File: config.mk
export PLATFORM = sky130hd
export DESIGN_NAME = if_fetch
export DESIGN_NICKNAME = d
export VERILOG_FILES = /design/src/rtl/if_fetch.sv
export SDC_FILE = /design/constraint.sdc
export NUM_CORES = 1
export LEC_CHECK = 0
export CAP_MARGIN = 20
export CORE_ASPECT_RATIO = 1.5
export CORE_MARGIN = 5
export CORE_UTILIZATION = 51
export DETAILED_ROUTE_END_ITERATION = 7
export GPL_TIMING_DRIVEN = 0
export PLACE_DENSITY = 0.81
export SYNTH_ARGS = -nofsm -noshare
export SYNTH_HDL_FRONTEND = slang
export SYNTH_SLANG_ARGS = --single-unit
File: constraint.sdc
create_clock -name clk -period 6.5 [get_ports clk]
set_input_delay 1.3 -clock clk [delete_from_list [all_inputs] [get_ports clk]]
set_output_delay 1.3 -clock clk [all_outputs]
set_load 0.1 [all_outputs]
File: src/rtl/if_fetch.sv
// Instruction-fetch front end: owns the PC, sequences ibus requests and presents instructions to IF/ID.
// Optional FETCH_ALIGN_CHECK_EN: a misaligned PC raises if_adel instead of fetching, then waits for flush.
module if_fetch #(
    parameter int            AW       = 32,
    parameter int            DW       = 32,
    parameter logic [AW-1:0] RESET_PC = AW'(32'hBFC00000)
) (
    input  logic          clk,
    input  logic          rst,
    input  logic          stall,
    input  logic          br_flag,
    input  logic [AW-1:0] br_addr,
    input  logic          flush,
    input  logic [AW-1:0] flush_addr,
    output logic          ibus_en,
    output logic [AW-1:0] ibus_addr,
    input  logic [DW-1:0] ibus_rdata,
    input  logic          ibus_ack,
    output logic [AW-1:0] if_pc,
    output logic [DW-1:0] if_inst,
    output logic          if_valid,
    output logic          if_adel
);

    typedef enum logic [1:0] {S_IDLE, S_REQ, S_HOLD, S_ERR} state_t;

    state_t        state_q;
    logic [AW-1:0] pc_q;
    logic [AW-1:0] pend_addr_q;
    logic [AW-1:0] if_pc_q;
    logic [DW-1:0] buf_inst_q;
    logic [DW-1:0] if_inst_q;
    logic          pend_br_q;
    logic          discard_q;
    logic          if_valid_q;
    logic          if_adel_q;

    logic          pc_ok;
    logic          ack;
    logic          br_take;
    logic [AW-1:0] next_pc_d;

    function automatic logic [AW-1:0] fix_pc(input logic [AW-1:0] a);
`ifdef FETCH_ALIGN_CHECK_EN
        return a;
`else
        return a & ~AW'(3);
`endif
    endfunction

`ifdef FETCH_ALIGN_CHECK_EN
    assign pc_ok = (pc_q[1:0] == 2'b00);
`else
    assign pc_ok = 1'b1;
`endif

    assign ibus_en   = (state_q == S_REQ) && pc_ok;
    assign ibus_addr = pc_q;
    assign ack       = ibus_en && ibus_ack;
    // A branch resolved while the pipeline is being squashed belongs to a dead path.
    assign br_take   = br_flag && !discard_q;
    assign next_pc_d = br_take   ? br_addr     :
                       pend_br_q ? pend_addr_q :
                                   pc_q + AW'(4);

    assign if_pc    = if_pc_q;
    assign if_inst  = if_inst_q;
    assign if_valid = if_valid_q;
    assign if_adel  = if_adel_q;

    always_ff @(posedge clk or posedge rst) begin
        if (rst) begin
            state_q     <= S_IDLE;
            pc_q        <= RESET_PC;
            pend_addr_q <= '0;
            buf_inst_q  <= '0;
            pend_br_q   <= 1'b0;
            discard_q   <= 1'b0;
            if_pc_q     <= '0;
            if_inst_q   <= '0;
            if_valid_q  <= 1'b0;
            if_adel_q   <= 1'b0;
        end else if (flush) begin
            if_valid_q  <= 1'b0;
            if_inst_q   <= '0;
            if_adel_q   <= 1'b0;
            pend_br_q   <= 1'b0;
            pend_addr_q <= flush_addr;
            // An outstanding request cannot be withdrawn; its ack must be swallowed first.
            if (ibus_en && !ibus_ack) begin
                discard_q <= 1'b1;
            end else begin
                discard_q <= 1'b0;
                pc_q      <= fix_pc(flush_addr);
                state_q   <= S_REQ;
            end
        end else begin
            if (br_take) begin
                pend_br_q   <= 1'b1;
                pend_addr_q <= br_addr;
            end
            case (state_q)
                S_IDLE: state_q <= S_REQ;
                S_REQ: begin
                    if (!pc_ok) begin
                        if (!stall) begin
                            if_pc_q    <= pc_q;
                            if_inst_q  <= '0;
                            if_valid_q <= 1'b1;
                            if_adel_q  <= 1'b1;
                            state_q    <= S_ERR;
                        end
                    end else if (ack) begin
                        if (discard_q) begin
                            discard_q <= 1'b0;
                            pc_q      <= fix_pc(pend_addr_q);
                        end else if (!stall) begin
                            if_pc_q    <= pc_q;
                            if_inst_q  <= ibus_rdata;
                            if_valid_q <= 1'b1;
                            if_adel_q  <= 1'b0;
                            pc_q       <= fix_pc(next_pc_d);
                            pend_br_q  <= 1'b0;
                        end else begin
                            buf_inst_q <= ibus_rdata;
                            state_q    <= S_HOLD;
                        end
                    end else if (!stall) begin
                        if_valid_q <= 1'b0;
                    end
                end
                S_HOLD: begin
                    if (!stall) begin
                        if_pc_q    <= pc_q;
                        if_inst_q  <= buf_inst_q;
                        if_valid_q <= 1'b1;
                        if_adel_q  <= 1'b0;
                        pc_q       <= fix_pc(next_pc_d);
                        pend_br_q  <= 1'b0;
                        state_q    <= S_REQ;
                    end
                end
                S_ERR: ;
            endcase
        end
    end

endmodule
==> flow_metrics.env, run 1 <==
export IMPL_clockBufferDepth=2
export IMPL_grt_setup_unrepaired="no"
export IMPL_rows=59
export IMPL_clkSlewWorstSetupHoldPaths_ns=0.07
export IMPL_use_met2_pct=51.0
export IMPL_hold_viol=0
export IMPL_maxSlewHeadroom_pct=23.2
export IMPL_port_buffers=196
export IMPL_die_width_um=118
export IMPL_cpMaxStageDelayCell="clkbuf_1"
export IMPL_layout_nets=1247
export IMPL_dp_hpwl_mm=22.5
export IMPL_cts_hold_buf=0
export IMPL_fin_setup_tns_ns=0
export IMPL_routed_wl_mm=31.3
export IMPL_min_period_ns=4.09
export IMPL_yosys_register_bits=164
export IMPL_seq_area_frac_synth_pct=46.0
export IMPL_synthesis_area_um2=8950
export IMPL_detail_route_antenna_nets=0
export IMPL_cts_resized=0
export IMPL_synth_edf_count=0
export IMPL_grt_busiest_layer="met2"
export IMPL_crit_family="buffers and inverters"
export IMPL_critical_path_class="in2reg"
export IMPL_core_area_um2=17300
export IMPL_synth_cell_types=76
export IMPL_status="complete, no violations"
export IMPL_grt_overflow=0
export IMPL_use_met1_pct=34.4
export IMPL_antenna_found_initial=1
export IMPL_initialDrtViolationCount=883
export IMPL_drc_errors=0
export IMPL_cp_start_kind="input pin"
export IMPL_slew_viol_final=0
export IMPL_grt_pass1_wl_mm=48.3
export IMPL_initial_utilization_pct=51.6
export IMPL_track_usage_pct=30.3
export IMPL_ios=201
export IMPL_worst_path_buf_inv=5
export IMPL_via_per_inst=6.37
export IMPL_cp_max_fo=10
export IMPL_drt_first_pass_iters=7
export IMPL_place_congestion=0.995
export IMPL_grt_pass1_vias=8805
export IMPL_root_buffer="clkbuf_16"
export IMPL_syn_nets=1030
export IMPL_crit_path_frequent_cell="clkbuf_1"
export IMPL_wl_per_cell_um=22.9
export IMPL_final_cell_mix="clkdlybuf4s50_1, dfrtp_1, nor2_1"
export IMPL_cts_buffers=17
export IMPL_final_common_cell="clkdlybuf4s50_1"
export IMPL_cts_tree="done"
export IMPL_fp_dieH_um=172
export IMPL_die_area_um2=20400
export IMPL_grt_max_degree=126
export IMPL_cts_sinks=164
export IMPL_drive_gt1_share_pct=12.0
export IMPL_synth_warnings=0
export IMPL_seqCellArea_um2=4120
export IMPL_synthArstFlopShare_pct=100
export IMPL_syn_to_final_growth_pct=32.0
export IMPL_use_met3_pct=7.07
export IMPL_clock_latency_ns=0.44
export IMPL_ir_worst_vdd_uv=461
export IMPL_cpPeakStageDelay_ns=0.68
export IMPL_required_ns=6.84
export IMPL_synth_area_per_cell_um2=9.69
export IMPL_multi_input_area_um2=4480
export IMPL_period_share_pct=62.8
export IMPL_setup_viol=0
export IMPL_num_vias=8708
export IMPL_end_kind="flop"
export IMPL_maxCapViolCount=0
export IMPL_synth_cells=924
export IMPL_htree_levels=4
export IMPL_cts_setup_buffers=0
export IMPL_crit_chain="clkdlybuf4s50_1 > buf_2 > clkbuf_1 > buf_1 > clkbuf_1 > nand2_1 > o221ai_1"
export IMPL_power_per_cell_area_nw_per_um2=571
export IMPL_hold_class="reg2reg"
export IMPL_synth_ff_type="dfrtp_1"
export IMPL_fillers=1391
export IMPL_arrival_ns=4.43
export IMPL_holdWs_ns=0.504
export IMPL_clock_skew_final_ns=0.0124
export IMPL_fmaxAchievable_mhz=245
export IMPL_power_leakage_nw=4.75
export IMPL_tightest_slew_ns=1.15
synth_stat cells, types with 12 or more instances:
library cell	n	share of area, %
a211oi_1	40	3.4
a21oi_1	55	3.1
a31oi_1	21	1.5
buf_1	21	0.88
buf_2	13	0.73
clkbuf_1	39	1.6
dfrtp_1	155	43
inv_1	14	0.59
mux2_2	65	8.2
mux2i_1	40	4.5
nand2_1	84	3.5
nand3_1	24	1.3
nor2_1	97	4.1
nor3_1	20	1.1
o211ai_1	12	1.0
o21ai_0	35	2.0
worst paths after layout:
kind	to	start	slack, ns	depth (start not counted)
setup / recovery	ibus_addr[10]	flush	2.41	7
max in group asynchronous	pend_addr_q[31]	rst	4.33	3
setup reg to reg	ibus_addr[12]	state_q[0]	3.32	10
hold reg to reg	buf_inst_q[30]	buf_inst_q[30]	0.50	1
min in group asynchronous	buf_inst_q[28]	rst	1.23	2
hold / removal	buf_inst_q[30]	buf_inst_q[30]	0.50	1
worst reg2reg max path: cells and delay by family (launching register included):
family	cells	cell delay, ns
AO/OA/AOI/OAI	2	0.20
adder cells (fa/ha/maj)	1	0.19
buffers and inverters	4	1.08
flip-flops	1	0.35
AND/OR/NAND/NOR	3	1.20
per-stage QoR:
stage                     area, um2  setup slack [ns]  utilization, %  std cells  total power [mW]
after floorplan                8950             0.782               -        924              4.61
after global placement        11200             -1.51            64.5       1333              5.61
after detailed placement      11200              2.15            64.7       1334              5.66
after CTS                     11800              2.58            68.1       1366              6.71
after global routing          11800              2.48            68.1       1368              7.02
final                         11800              2.41            68.1       1368              6.75
power by group:
part	internal (mW)	leakage (nW)	switching, mW
sequential	1.41	2.01	0.375
clock	0.578	0.294	0.466
combinational	1.10	2.44	2.81
total	3.09	4.75	3.65
registers in the layout, summed over array words and instances, names as in the netlist:
name	count
if_inst	32
pend_addr_q	30
state_q	2
ibus_addr	32
if_pc	32
buf_inst_q	32
if_valid	1
pend_br_q	1
discard_q	1
if_adel	1
cells by family (layout without fill, tap and decap cells):
| family | after synthesis | count (layout) | share of synthesized area (%) |
|---|---|---|---|
| xor+xnor | 13 | 13 | 1.27 |
| other cells | 0 | 1 | 0 |
| fa+ha+maj | 4 | 4 | 0.559 |
| simple gates | 297 | 297 | 16.2 |
| flops | 164 | 164 | 46.0 |
| buf+inv | 89 | 319 | 4.04 |
| compound gates | 252 | 252 | 19.3 |
| mux | 105 | 105 | 12.6 |
cell type report:
| cell class | count | share of cell area, % |
|---|---|---|
| Sequential cell | 164 | 34.8 |
| Clock buffer | 17 | 3.60 |
| Antenna cell | 1 | 0.0212 |
| Inverter | 14 | 0.508 |
| Clock inverter | 15 | 1.43 |
| Buffer | 75 | 2.61 |
| Timing Repair Buffer | 198 | 16.9 |
| Tap cell | 213 | 2.25 |
| Multi-Input combinational cell | 671 | 37.9 |
routing by layer:
layer	part of all wire (%)	vias to the layer above
met5	0	-
met4	6.6	0
met3	9.3	149
met2	48	534
met1	36	4171
li1	-	3854
Power figures use the tool's default switching activity.
==> run 2: changes to the inputs <==
Clock period 6.5 ns to 3.95 ns, I/O delays scaled along.
==> run 2 against run 1 <==
Global-route usage shrank 0.17 points. Clock power grew 64%. Flip-flop and latch count is the same. Routed wire length grew 0.48%. Die area is the same. Sequential share of layout area shrank 0.14 points. Critical path type unchanged. Critical endpoint unchanged. Highest routed layer unchanged.
==> flow_metrics.env, run 2 (synthesis results as in run 1) <==
export IMPL_layout_nets=1250
export IMPL_worst_path_buf_inv=5
export IMPL_crit_path_frequent_cell="clkbuf_1"
export IMPL_htree_levels=4
export IMPL_syn_to_final_growth_pct=32.5
export IMPL_root_buffer="clkbuf_16"
export IMPL_grt_pass1_wl_mm=48.3
export IMPL_status="complete, no violations"
export IMPL_via_per_inst=6.40
export IMPL_port_buffers=196
export IMPL_cts_resized=0
export IMPL_met3_length_mm=2.93
export IMPL_reg2reg_to="ibus_addr[4]"
export IMPL_min_from="if_pc[29]"
export IMPL_cpPeakStageDelay_ns=0.63
export IMPL_holdWs_ns=0.504
export IMPL_reg2reg_slack_ns=0.70
export IMPL_num_vias=8775
export IMPL_finalPower_mw=11.1
export IMPL_arrival_ns=3.88
export IMPL_ir_worst_vdd_uv=855
export IMPL_die_width_um=118
export IMPL_power_leakage_nw=4.76
export IMPL_clockBufferDepth=2
export IMPL_dp_hpwl_mm=23.0
export IMPL_reg2reg_from="state_q[0]"
export IMPL_p_switching_mw=6.01
export IMPL_cts_sinks=164
export IMPL_die_area_um2=20400
export IMPL_initial_utilization_pct=51.6
export IMPL_slew_viol_final=0
export IMPL_whs_path_depth=1
export IMPL_antenna_found_initial=1
export IMPL_hold_class="reg2reg"
export IMPL_required_ns=4.28
export IMPL_cp_start_kind="input pin"
export IMPL_tightest_slew_ns=1.21
export IMPL_crit_start="flush"
export IMPL_drc_errors=0
export IMPL_clock_skew_final_ns=0.0116
export IMPL_drt_first_pass_iters=7
export IMPL_final_common_cell="clkdlybuf4s50_1"
export IMPL_cts_setup_buffers=0
export IMPL_wl_met1_mm=11.2
export IMPL_crit_family="buffers and inverters"
export IMPL_end_kind="flop"
export IMPL_clock_latency_ns=0.43
export IMPL_cts_hold_buf=0
export IMPL_route_met2_wl_mm=15.1
export IMPL_p_clk_share_pct=15.4
export IMPL_track_usage_pct=30.1
export IMPL_cp_max_fo=10
export IMPL_cpMaxStageDelayCell="clkbuf_1"
export IMPL_initialDrtViolationCount=868
export IMPL_switching_share_pct=54.1
export IMPL_setup_viol=0
export IMPL_holdPathEnd="if_pc[29]"
export IMPL_wl_per_cell_um=22.9
export IMPL_grt_pass1_vias=8878
export IMPL_core_area_um2=17300
export IMPL_routed_wl_mm=31.4
export IMPL_critical_path_class="in2reg"
export IMPL_rows=59
export IMPL_clkSlewWorstSetupHoldPaths_ns=0.06
export IMPL_power_frac_seq_pct=26.5
export IMPL_top_layer="met4"
export IMPL_maxSlewHeadroom_pct=18.8
export IMPL_rr_worst_depth=10
export IMPL_power_per_cell_area_nw_per_um2=936
export IMPL_internal_power_mw=5.10
export IMPL_fp_dieH_um=172
export IMPL_detail_route_antenna_nets=0
export IMPL_final_cell_mix="clkdlybuf4s50_1, dfrtp_1, nor2_1"
export IMPL_cts_buffers=17
export IMPL_grt_max_degree=43
export IMPL_drive_gt1_share_pct=12.2
export IMPL_grt_setup_unrepaired="no"
export IMPL_combPwrFrac_pct=58.1
export IMPL_place_congestion=1.01
export IMPL_maxCapViolCount=0
export IMPL_hold_viol=0
export IMPL_cts_tree="done"
export IMPL_min_period_ns=3.55
export IMPL_period_share_pct=89.9
export IMPL_crit_chain="clkdlybuf4s50_1 > buf_2 > clkbuf_1 > buf_1 > clkbuf_1 > nand2_1 > o221ai_1"
export IMPL_grt_overflow=0
export IMPL_ios=201
export IMPL_fmaxAchievable_mhz=282
-- run 2: cell types whose count changed in the layout (fill, tap and decap cells not counted), sizes merged --
cell and delta:
buf +3, clkinvlp +1, clkbuf +1, clkinv -2
-- run 2: cell type report --
cell class	instances	area (um2)
Antenna cell	1	2.50
Inverter	14	56.3
Fill cell	1370	5480
Buffer	75	309
Clock buffer	18	429
Clock inverter	14	163
Multi-Input combinational cell	671	4480
Tap cell	213	267
Timing Repair Buffer	201	2050
Sequential cell	164	4120
-- run 2: stage by stage --
stage | setup TNS, ns | instance area, um2 | setup WS (ns) | cells | util (%)
finish | 0 | 11900 | 0.400 | 1371 | 68.4
global route | 0 | 11900 | 0.344 | 1371 | 68.4
CTS | 0 | 11900 | 0.515 | 1370 | 68.4
detailed placement | 0 | 11300 | 0.0888 | 1338 | 65.0
global placement | -53.23 | 11200 | -0.357 | 1333 | 64.5
floorplan | 0 | 8960 | 1.08 | 924 | -
-- run 2: worst max path at each step --
stage	end	slack [ns]	cells past startpoint
after detailed placement	ibus_addr[10]	0.09	7
final	ibus_addr[10]	0.40	7
after floorplan	buf_inst_q[0]	1.08	1
after CTS	ibus_addr[10]	0.51	7
after global routing	ibus_addr[9]	0.34	7
after global placement	if_pc[5]	-0.36	2
-- run 2: layer usage --
metal / vias to the layer above / GRT usage (%)
li1: 3855 / -
met1: 4198 / 34.2
met2: 558 / 50.3
met3: 164 / 6.81
met4: 0 / 20.9
met5: - / 0
-- run 2: worst register-to-register path: stages (launching register included) --
cell	delay, ns
dfrtp_1	0.36
inv_1	0.08
ha_1	0.19
buf_2	0.15
nor3_1	0.80
or2_2	0.33
buf_2	0.26
buf_1	0.59
nor2_1	0.11
a21oi_1	0.17
a31oi_1	0.06
-- run 2: power groups by stage --
stage / Sequential (mW) / Clock [mW] / Combinational (mW)
2_1_floorplan: 5.53 / 0 / 2.05
3_3_place_gp: 2.92 / 0 / 6.32
3_5_place_dp: 2.96 / 0 / 6.39
4_1_cts: 2.93 / 1.72 / 6.41
5_1_grt: 3.02 / 1.80 / 6.70
6_report: 2.95 / 1.71 / 6.45
